[config.mk]
export PLATFORM = sky130hd
export DESIGN_NAME = jedro_1_sig_dumper
export DESIGN_NICKNAME = d
export VERILOG_FILES = /design/src/rtl/jedro_1_sig_pkg.sv /design/src/rtl/jedro_1_sig_crc32.sv /design/src/rtl/jedro_1_sig_dumper.sv
export SDC_FILE = /design/constraint.sdc
export NUM_CORES = 1
export LEC_CHECK = 0
export ABC_AREA = 1
export CAP_MARGIN = 20
export CORE_MARGIN = 2
export CORE_UTILIZATION = 48
export DETAILED_ROUTE_END_ITERATION = 16
export GPL_TIMING_DRIVEN = 0
export PLACE_DENSITY = 0.79
export SYNTH_ARGS = -nofsm -noshare
export SYNTH_HDL_FRONTEND = slang
export SYNTH_SLANG_ARGS = --single-unit
[constraint.sdc]
create_clock -name clk_i -period 9 [get_ports clk_i]
set_input_delay 1.35 -clock clk_i [delete_from_list [all_inputs] [get_ports clk_i]]
set_output_delay 1.35 -clock clk_i [all_outputs]
set_load 0.1 [all_outputs]
[src/rtl/jedro_1_sig_pkg.sv]
// Shared types and constants for the signature-dump monitor.
package jedro_1_sig_pkg;

  typedef enum logic [2:0] {RUN, CHECK, READ, WAIT, SEND, DONE} sig_state_e;

  localparam logic [31:0] CRC32_POLY   = 32'h04C1_1DB7;
  localparam logic [31:0] CRC32_INIT   = 32'hFFFF_FFFF;
  localparam logic [31:0] CRC32_XOROUT = 32'hFFFF_FFFF;

  function automatic int word_shift(input int data_w);
    return $clog2(data_w / 8);
  endfunction

  function automatic int byte_addr_w(input int mem_words, input int data_w);
    return $clog2(mem_words * (data_w / 8));
  endfunction

  function automatic logic [31:0] reflect32(input logic [31:0] v);
    logic [31:0] r;
    for (int i = 0; i < 32; i++) r[i] = v[31-i];
    return r;
  endfunction

endpackage

[src/rtl/jedro_1_sig_crc32.sv]
// Combinational next-state of a reflected CRC-32 over one word, LSB byte first.
module jedro_1_sig_crc32
  import jedro_1_sig_pkg::*;
#(
  parameter int DATA_WIDTH = 32
) (
  input  logic [31:0]           crc_i,
  input  logic [DATA_WIDTH-1:0] data_i,
  output logic [31:0]           crc_o
);

  localparam logic [31:0] POLY_REFL = reflect32(CRC32_POLY);

  always_comb begin
    logic [31:0] c;
    c = crc_i;
    for (int b = 0; b < DATA_WIDTH / 8; b++) begin
      c = c ^ {24'h0, data_i[8*b +: 8]};
      for (int k = 0; k < 8; k++)
        c = c[0] ? ((c >> 1) ^ POLY_REFL) : (c >> 1);
    end
    crc_o = c;
  end

endmodule

[src/rtl/jedro_1_sig_dumper.sv]
// Signature-dump monitor: snoops halt/start/end cells, then streams the region out.
// Define SIG_CRC_EN to compute a CRC-32 over the emitted words on crc_o.
module jedro_1_sig_dumper
  import jedro_1_sig_pkg::*;
#(
  parameter int DATA_WIDTH     = 32,
  parameter int ADDR_WIDTH     = 32,
  parameter int MEM_SIZE_WORDS = 1 << 19,
  parameter int TIMEOUT        = 1000000,
  parameter int CNT_WIDTH      = 32,
  parameter int SIG_START_CELL = MEM_SIZE_WORDS - 1,
  parameter int SIG_END_CELL   = MEM_SIZE_WORDS - 2,
  parameter int HALT_CELL      = MEM_SIZE_WORDS - 3
) (
  input  logic                    clk_i,
  input  logic                    rstn_i,
  input  logic                    bus_stb_i,
  input  logic [DATA_WIDTH/8-1:0] bus_we_i,
  input  logic [ADDR_WIDTH-1:0]   bus_addr_i,
  input  logic [DATA_WIDTH-1:0]   bus_wdata_i,
  input  logic                    bus_ack_i,
  output logic                    mem_req_o,
  output logic [ADDR_WIDTH-1:0]   mem_addr_o,
  input  logic [DATA_WIDTH-1:0]   mem_rdata_i,
  input  logic                    mem_rvalid_i,
  output logic                    sig_valid_o,
  output logic [DATA_WIDTH-1:0]   sig_data_o,
  output logic                    sig_last_o,
  input  logic                    sig_ready_i,
  output logic                    done_o,
  output logic                    timeout_o,
  output logic                    err_o,
  output logic [CNT_WIDTH-1:0]    cycle_cnt_o,
  output logic [31:0]             crc_o
);

  localparam int BYTES = DATA_WIDTH / 8;
  localparam int SHIFT = word_shift(DATA_WIDTH);
  localparam int BAW   = byte_addr_w(MEM_SIZE_WORDS, DATA_WIDTH);
  localparam logic [BAW-1:0] ALIGN_MASK = BAW'(BYTES - 1);
  localparam logic [BAW:0]   STEP       = (BAW + 1)'(BYTES);

  sig_state_e            state_q, state_d;
  logic [DATA_WIDTH-1:0] start_sh, end_sh, halt_sh, data_q;
  logic [BAW-1:0]        widx, start_a, end_a, ptr_q;
  logic [CNT_WIDTH-1:0]  cnt_q;
  logic                  tmo_q, err_q;
  logic                  commit, halt, tmo_hit, bad, last;
  logic                  load_ptr, inc_ptr, cap_data, fire, set_tmo, set_err;

  function automatic logic [DATA_WIDTH-1:0] merge_bytes(input logic [DATA_WIDTH-1:0] old_v,
                                                        input logic [DATA_WIDTH-1:0] new_v,
                                                        input logic [BYTES-1:0]      we);
    logic [DATA_WIDTH-1:0] r;
    r = old_v;
    for (int b = 0; b < BYTES; b++)
      if (we[b]) r[8*b +: 8] = new_v[8*b +: 8];
    return r;
  endfunction

  assign widx    = bus_addr_i[BAW-1:0] >> SHIFT;
  assign commit  = (state_q == RUN) & bus_stb_i & (|bus_we_i) & bus_ack_i;
  assign start_a = start_sh[BAW-1:0];
  assign end_a   = end_sh[BAW-1:0];
  assign halt    = (halt_sh == DATA_WIDTH'(1));
  assign tmo_hit = (cnt_q == CNT_WIDTH'(TIMEOUT - 1));
  assign bad     = (|(start_a & ALIGN_MASK)) | (|(end_a & ALIGN_MASK)) | (start_a > end_a);
  assign last    = (({1'b0, ptr_q} + STEP) >= {1'b0, end_a});

  // Snoop stage: shadow cells only track writes while the program runs
  always_ff @(posedge clk_i) begin
    if (!rstn_i) begin
      start_sh <= '0;
      end_sh   <= '0;
      halt_sh  <= '0;
    end else if (commit) begin
      if (widx == BAW'(SIG_START_CELL)) start_sh <= merge_bytes(start_sh, bus_wdata_i, bus_we_i);
      if (widx == BAW'(SIG_END_CELL))   end_sh   <= merge_bytes(end_sh, bus_wdata_i, bus_we_i);
      if (widx == BAW'(HALT_CELL))      halt_sh  <= merge_bytes(halt_sh, bus_wdata_i, bus_we_i);
    end
  end

  always_ff @(posedge clk_i) begin
    if (!rstn_i) state_q <= RUN;
    else         state_q <= state_d;
  end

  always_comb begin
    state_d  = state_q;
    load_ptr = 1'b0;
    inc_ptr  = 1'b0;
    cap_data = 1'b0;
    fire     = 1'b0;
    set_tmo  = 1'b0;
    set_err  = 1'b0;
    case (state_q)
      RUN: begin
        if (halt) begin
          state_d = CHECK;
        end else if (tmo_hit) begin
          state_d = CHECK;
          set_tmo = 1'b1;
        end
      end
      CHECK: begin
        if (bad) begin
          state_d = DONE;
          set_err = 1'b1;
        end else if (start_a == end_a) begin
          state_d = DONE;
        end else begin
          state_d  = READ;
          load_ptr = 1'b1;
        end
      end
      READ: state_d = WAIT;
      WAIT: begin
        if (mem_rvalid_i) begin
          state_d  = SEND;
          cap_data = 1'b1;
        end
      end
      SEND: begin
        if (sig_ready_i) begin
          fire = 1'b1;
          if (last) begin
            state_d = DONE;
          end else begin
            state_d = READ;
            inc_ptr = 1'b1;
          end
        end
      end
      DONE:    state_d = DONE;
      default: state_d = RUN;
    endcase
  end

  // Dump stage: counter, sticky flags, region pointer and the held word
  always_ff @(posedge clk_i) begin
    if (!rstn_i) begin
      cnt_q  <= '0;
      tmo_q  <= 1'b0;
      err_q  <= 1'b0;
      ptr_q  <= '0;
      data_q <= '0;
    end else begin
      if (state_q == RUN && state_d == RUN) cnt_q <= cnt_q + CNT_WIDTH'(1);
      if (set_tmo) tmo_q <= 1'b1;
      if (set_err) err_q <= 1'b1;
      if (load_ptr)     ptr_q <= start_a;
      else if (inc_ptr) ptr_q <= ptr_q + BAW'(BYTES);
      if (cap_data) data_q <= mem_rdata_i;
    end
  end

  assign mem_req_o   = (state_q == READ);
  assign mem_addr_o  = ADDR_WIDTH'(ptr_q >> SHIFT);
  assign sig_valid_o = (state_q == SEND);
  assign sig_data_o  = data_q;
  assign sig_last_o  = (state_q == SEND) & last;
  assign done_o      = (state_q == DONE);
  assign timeout_o   = tmo_q;
  assign err_o       = err_q;
  assign cycle_cnt_o = cnt_q;

  logic unused_hi;
  assign unused_hi = ^{bus_addr_i[ADDR_WIDTH-1:BAW], start_sh[DATA_WIDTH-1:BAW], end_sh[DATA_WIDTH-1:BAW]};

`ifdef SIG_CRC_EN
  logic [31:0] crc_q, crc_nxt;

  jedro_1_sig_crc32 #(.DATA_WIDTH(DATA_WIDTH)) u_crc (
    .crc_i  (crc_q),
    .data_i (data_q),
    .crc_o  (crc_nxt)
  );

  always_ff @(posedge clk_i) begin
    if (!rstn_i)   crc_q <= CRC32_INIT;
    else if (fire) crc_q <= crc_nxt;
  end

  assign crc_o = crc_q ^ CRC32_XOROUT;
`else
  logic unused_fire;
  assign unused_fire = fire;
  assign crc_o       = '0;
`endif

endmodule

==> run summary, run 1 <==
## Worst setup path
* reg -> out — category of the most critical setup path
* 7.65 ns — Data required, critical path
* 4.63 ns — endpoint arrival time on the critical path
* ptr_q[2]$_SDFFE_PN0P_ — source of the critical timing path
* ptr_q[2]$_SDFFE_PN0P_ — worst r2r src
* 1.19 ns — CP peak stage delay
* ha_1 -> nand2_1 -> nor3_1 -> nand3_1 -> nand3b_1 -> xor2_1 -> inv_1 -> ha_1 -> nand2_1 -> inv_1 -> nand3_1 -> nor2_1 -> nand3_1 -> nand2_1 -> a21oi_2 -> a21boi_0 -> clkdlybuf4s50_1 — Critical Path, Cell by Cell
* clkdlybuf4s50_1 — worst-path cell with the longest stage delay
* primary output — kind of end point of the critical path
* flop — Worst Setup Start Kind
* 4 — Crit Path Max Fanout

## Routing
* 5.08 — vias per inst
* 0 — antenna violation net count after detailed routing
* 9219 — count of vias placed by the detailed router
* 26200 microns — final routed wirelength across all metal layers
* 803 — DRC violation total after the first TritonRoute iteration
* 14.4 microns — per-cell routed wire length
* 0 — total DRC errors in the routed layout
* 5 — number of search-and-repair iterations in the first detailed-routing pass

## Logic synthesis
* 41 — number of unique standard cell types used by synthesis
* 9260 sq um — post-synthesis instance area
* dfxtp_1 — dominant cell type by area after synthesis
* 164 — number of storage elements in the synthesis netlist
* dfxtp_1 — most instantiated flip-flop cell in the synthesis netlist
* 0 — Synth warnings
* 0 — EDFF count, synth
* dfxtp_1, nand2_1, nor2_1 — ranking of synthesized cells by area
* 1299 — post-synthesis cell count
* 7.13 sq um — Post-Syn Area per Cell
* 35.4% — share of the synthesized area in the top cell type
* 35.4% — share of the yosys chip area belonging to registers
* 0% — proportion of register bits with asynchronous set or reset after synthesis

## Layout
* 3280 sq um — total area of sequential cells
* 4710 sq um — area used by multi-input combinational logic
* 64.6% — final design utilization
* 31.4% — area added between synthesis and finish
* 0 — final antenna diode count
* 1692 — fin nets
* 10.7% — layout cells sized above 1
* 1814 — Non-Filler Instances
* 12200 sq um — design area
* 1633 — fill cell count

## Floorplanning
* 20400 sq um — die area
* 18800 sq um — standard cell core area
* 49.2% — starting utilization of the core area
* 240 — Top Ports
* 143 microns — vertical die dimension
* 143 microns — chip width
* 50 — total number of placement rows

## CTS
* clkbuf_16 — cell at the root of the clock tree
* 17 — clock buffers created by TritonCTS
* 164 — Num Clock Sinks
* yes — CTS tree
* 0 — buffers inserted by post-CTS timing repair
* 0 — quantity of hold-fixing buffers added after cts
* 0.43 ns — clock insertion delay at the later pin of the skew report
* 2 — buffer depth of the longest clock path
* 0.06 ns — clk slew on worst S/H paths
* 4 — total number of H-tree levels
* 0 — number of instances resized during post-cts repair

## Global route
* 41500 microns — wire length of the first global-routing pass
* 25.5% — overall fraction of global-route tracks in use
* 17 — largest net degree at the start of global routing
* 0 — antenna violations before repair
* 0 — gr ovfl total
* 8530 — vias in the first global route

## Power
* 139 nW/um^2 — power density relative to cell area
* 0.148 mV — maximum vdd ir drop
* 1.69 mW — total power of the final layout
* 5.26 nW — total leakage power

## Timing
* 5.98 ns — shortest period the worst path allows
* 1.04 ns — slew at the pin closest to its max-slew limit
* 167 MHz — highest clock frequency the design can meet
* false — unrepaired setup endpoints after global routing
* 0 — count of final max-slew check failures
* 0 — number of failing hold endpoints at the final stage
* 0 ns — final sum of negative setup slack
* 0.00784 ns — Worst Clk Skew
* 0 — number of setup violations in the final report
* 66.4% — final clock period utilization by the worst path
* 30.5% — max_slew headroom

## Placed design
* 0.957 — final RePlAce weighted congestion
* 20100 microns — sum of net half-perimeters after detailed placement
* 180 — number of input and output port buffers inserted
* 1783 — count of placed standard cells including taps
* 11600 sq um — Placement Cell Area

## Job
* 0 — max-capacitance violation count

## Outcome
* complete, no violations — result of the run

## Min path
* halt_sh[12]$_SDFFE_PN0P_ — origin of the worst min-delay path
* reg -> reg — Hold Crit Class

-- critical path, delay by kind of cell, from the launching register on --
| family | cells | cell delay (ns) |
|---|---|---|
| fa+ha+maj | 2 | 0.47 |
| buf+inv | 3 | 1.37 |
| flops | 1 | 0.43 |
| xor+xnor | 1 | 0.17 |
| simple gates | 9 | 1.50 |
| compound gates | 2 | 0.27 |
-- logic make-up (layout without fill, tap and decap cells) --
kind of cell	after synthesis	count (layout)	synth area share, %
buffers and inverters	292	503	15.5
AND/OR/NAND/NOR	585	585	29.7
other	1	45	0.0405
XOR/XNOR	17	17	1.61
AO/OA/AOI/OAI	196	196	11.7
flip-flops	164	164	35.4
adder cells (fa/ha/maj)	44	44	5.94
-- per-layer routing --
layer | vias to the layer above | share of wire (%) | GRT usage (%) | routed length, microns
li1 | 4618 | - | - | -
met1 | 4123 | 44 | 33.7 | 11500
met2 | 428 | 45 | 40.5 | 11700
met3 | 50 | 8.5 | 5.63 | 2220
met4 | 0 | 2.7 | 9.90 | 707
met5 | - | 0 | 0 | 0
-- cell type report --
class                           instances  share of cell area (%)
Multi-Input combinational cell        887                    38.7
Clock buffer                           21                    3.87
Tap cell                              260                    2.67
Clock inverter                         10                    1.21
Sequential cell                       164                    27.0
Timing Repair Buffer                  180                    14.8
Inverter                              181                    5.58
Buffer                                111                    6.23
-- final timing paths --
| path | to | slack (ns) | cells past startpoint |
|---|---|---|---|
| worst min-delay path | halt_sh[12]$_SDFFE_PN0P_ | 0.45 | 2 |
| worst max register to register | ptr_q[19]$_SDFFE_PN0P_ | 4.84 | 21 |
| worst min register to register | halt_sh[12]$_SDFFE_PN0P_ | 0.45 | 2 |
| worst max-delay path | sig_last_o | 3.02 | 17 |
-- per-stage QoR --
| stage | worst slack (ns) | hold slack [ns] |
|---|---|---|
| floorplan | 2.60 | 0.423 |
| global placement | 3.63 | 0.432 |
| detailed placement | 3.59 | 0.442 |
| CTS | 3.08 | 0.451 |
| global route | 2.80 | 0.477 |
| finish | 3.02 | 0.446 |
-- state kept, by name, summed over array words and instances, names as in the netlist --
name         flops
ptr_q           21
state_q          3
halt_sh         32
end_sh          21
timeout_o        1
sig_data_o      32
cycle_cnt_o     32
start_sh        21
err_o            1
-- synthesized netlist by cell type, types with 9 or more instances --
library cell    n
nor2_1        192
a21oi_1        55
o21ai_0        90
dfxtp_1       164
clkbuf_1       27
nand2_1       206
inv_1         175
a31oi_1        18
nor3_1         38
nor4_1         14
xor2_1          9
nand4_1        52
nand3_1        29
buf_2          10
ha_1           44
buf_4          66
a211oi_1       26
nand3_2        30
-- placed cells by master (no fill, tap or decap), types with 26 or more instances in the layout --
cell type        netlist  layout
nand2_1              206     206
inv_1                175     175
dfxtp_1              164     164
nand4_1               52      52
o21ai_0               90      90
clkbuf_1              27      28
buf_4                 66      66
nor3_1                38      38
clkdlybuf4s50_1        0     180
conb_1                 1      45
nand3_1               29      29
nor2_1               192     192
a21oi_1               55      55
ha_1                  44      44
nand3_2               30      30
a211oi_1              26      26
-- power by group --
part	leakage [nW]	internal, mW	switching [mW]
Clock	0.292	0.460	0.310
Combinational	3.65	0.0588	0.129
Sequential	1.32	0.727	0.00210
No activity file was read; power rests on OpenSTA's default activity.
==> run 2: changes to the inputs <==
- CORE_UTILIZATION: 48 -> 45
- PLACE_DENSITY: 0.79 -> 0.78
- clock period: 9 -> 5.1 ns (I/O delays scaled with it)
==> run summary, run 2 (synthesis results as in run 1) <==
## Outcome
* complete, no violations — result of the run

## Global route
* 0 — gr ovfl total
* 41600 microns — wire length of the first global-routing pass
* 17 — largest net degree at the start of global routing
* 0 — antenna violations before repair
* 8515 — vias in the first global route
* 23.6% — overall fraction of global-route tracks in use

## Placed design
* 180 — number of input and output port buffers inserted
* 0.948 — final RePlAce weighted congestion
* 1793 — count of placed standard cells including taps
* 20200 microns — sum of net half-perimeters after detailed placement

## Layout
* 4720 sq um — area used by multi-input combinational logic
* 1832 — fill cell count
* 11.1% — layout cells sized above 1
* 1692 — fin nets
* 3280 sq um — total area of sequential cells
* nand2_1 — leading cell type in the layout, fill and taps excluded
* nand2_1, nor2_1, clkdlybuf4s50_1 — commonest non-fill, non-tap cells in the layout
* 31.2% — area added between synthesis and finish
* 0 — final antenna diode count
* 1825 — Non-Filler Instances

## Power
* 5.25 nW — total leakage power
* 11.4% — combinational share of power
* 800 uW — net switching power figure
* 27.7% — switching power share of the total
* 44.6% — sequential share of power
* 237 nW/um^2 — power density relative to cell area
* 2.09 mW — internal power
* 44.0% — Clock Power Share
* 0.228 mV — maximum vdd ir drop

## Min path
* halt_sh[12]$_SDFFE_PN0P_ — origin of the worst min-delay path
* reg -> reg — Hold Crit Class

## CTS
* yes — CTS tree
* 0 — quantity of hold-fixing buffers added after cts
* 4 — total number of H-tree levels
* 17 — clock buffers created by TritonCTS
* 164 — Num Clock Sinks
* 2 — buffer depth of the longest clock path
* 0.44 ns — clock insertion delay at the later pin of the skew report
* clkbuf_16 — cell at the root of the clock tree
* 0.06 ns — clk slew on worst S/H paths

## Timing
* false — unrepaired setup endpoints after global routing
* 28.2% — max_slew headroom
* 0 ns — final sum of negative setup slack
* 216 MHz — highest clock frequency the design can meet
* 0 — count of final max-slew check failures
* 0 — number of failing hold endpoints at the final stage
* 4.62 ns — shortest period the worst path allows
* 0.0159 ns — Worst Clk Skew
* 0 — number of setup violations in the final report
* 90.6% — final clock period utilization by the worst path
* 1.07 ns — slew at the pin closest to its max-slew limit

## Routing
* 0 — antenna violation net count after detailed routing
* 14.0 microns — per-cell routed wire length
* 635 — DRC violation total after the first TritonRoute iteration
* 11300 microns — Routed met1 length
* 2040 microns — routed wire length on met3
* 11700 microns — met2 wire length
* 9121 — count of vias placed by the detailed router
* 25600 microns — final routed wirelength across all metal layers
* met4 — top metal layer carrying routed signals
* 0 — total DRC errors in the routed layout
* 5.00 — vias per inst
* 5 — number of search-and-repair iterations in the first detailed-routing pass

## Floorplanning
* 21700 sq um — die area
* 147 microns — chip width
* 45.8% — starting utilization of the core area
* 240 — Top Ports
* 147 microns — vertical die dimension
* 20200 sq um — standard cell core area
* 52 — total number of placement rows

## Job
* 0 — max-capacitance violation count

## Worst setup path
* ptr_q[2]$_SDFFE_PN0P_ — worst r2r src
* reg -> out — category of the most critical setup path
* 0.52 ns — CP peak stage delay
* 3.86 ns — endpoint arrival time on the critical path
* flop — Worst Setup Start Kind
* 4 — Crit Path Max Fanout
* 4.34 ns — Data required, critical path
* primary output — kind of end point of the critical path
* ptr_q[2]$_SDFFE_PN0P_ — source of the critical timing path
* ha_1 -> nand2_1 -> nor3_2 -> nand3_1 -> nand3b_1 -> xor2_1 -> inv_1 -> ha_1 -> nand2_1 -> inv_1 -> nand3_1 -> nor2_1 -> nand3_1 -> nand2_1 -> a21oi_2 -> a21boi_0 -> clkbuf_2 — Critical Path, Cell by Cell
* clkbuf_2 — worst-path cell with the longest stage delay

run 2: cell types whose count changed in the layout (fill, tap and decap cells not counted), sizes merged:
cell / delta
bufinv: -2
clkbuf: -2
inv: +5
clkinv: +1
clkdlybuf4s50: -1
run 2: layout make-up:
| class | count | share of cell area, % |
|---|---|---|
| plain buffers | 111 | 6.24 |
| clock buffers | 18 | 3.61 |
| clock inverters | 14 | 1.16 |
| inverters | 181 | 5.59 |
| multi-input cells | 887 | 38.8 |
| flip-flops and latches | 164 | 27.0 |
| well taps | 270 | 2.78 |
| repair buffers | 180 | 14.8 |
run 2: metal layers:
layer / up-vias / global-route usage (%)
li1: 4621 / -
met1: 4098 / 30.1
met2: 360 / 38.2
met3: 42 / 6.67
met4: 0 / 8.41
met5: - / 0
run 2: timing repair:
action | CTS | global route
setup buffers | 0 | 0
resized for setup | 1 | 3
setup endpoints to repair | 1 | 1
hold endpoints to repair | 0 | 0
run 2: power groups by stage:
| stage | clock network (mW) | registers, mW | logic, mW |
|---|---|---|---|
| 5_1_grt | 1.33 | 1.29 | 0.346 |
| 6_report | 1.27 | 1.29 | 0.330 |
| 4_1_cts | 1.29 | 1.29 | 0.329 |
| 3_5_place_dp | 0 | 1.32 | 0.328 |
| 3_3_place_gp | 0 | 1.32 | 0.327 |
| 2_1_floorplan | 0 | 1.33 | 0.213 |
run 2: worst max-delay path: cells and delay by family, from the launching register on:
| family | cells | cell delay [ns] |
|---|---|---|
| AOI/OAI and AO/OA | 2 | 0.37 |
| xor gates and xnor gates | 1 | 0.17 |
| adders and majority gates | 2 | 0.47 |
| buffers and inverters | 3 | 0.68 |
| DFF | 1 | 0.43 |
| and+or+nand+nor | 9 | 1.28 |
run 2: worst paths after layout:
| check | end | depth (start not counted) | slack, ns |
|---|---|---|---|
| worst max-delay path | sig_last_o | 17 | 0.48 |
| worst min-delay path | halt_sh[12]$_SDFFE_PN0P_ | 2 | 0.45 |
| worst max register to register | ptr_q[14]$_SDFFE_PN0P_ | 22 | 1.13 |
| worst min register to register | halt_sh[12]$_SDFFE_PN0P_ | 2 | 0.45 |
run 2: through the flow:
| stage | setup slack, ns | power [mW] | instance area, sq um | hold slack, ns | utilization [%] |
|---|---|---|---|---|---|
| after CTS | 0.134 | 2.90 | 12200 | 0.446 | 60.1 |
| after global routing | 0.207 | 2.97 | 12200 | 0.463 | 60.1 |
| after detailed placement | 0.310 | 1.64 | 11600 | 0.436 | 57.2 |
| final | 0.478 | 2.89 | 12200 | 0.445 | 60.1 |
| after global placement | 0.291 | 1.64 | 11600 | 0.432 | 57.2 |
| after floorplan | 0.00518 | 1.54 | 9440 | 0.423 | - |
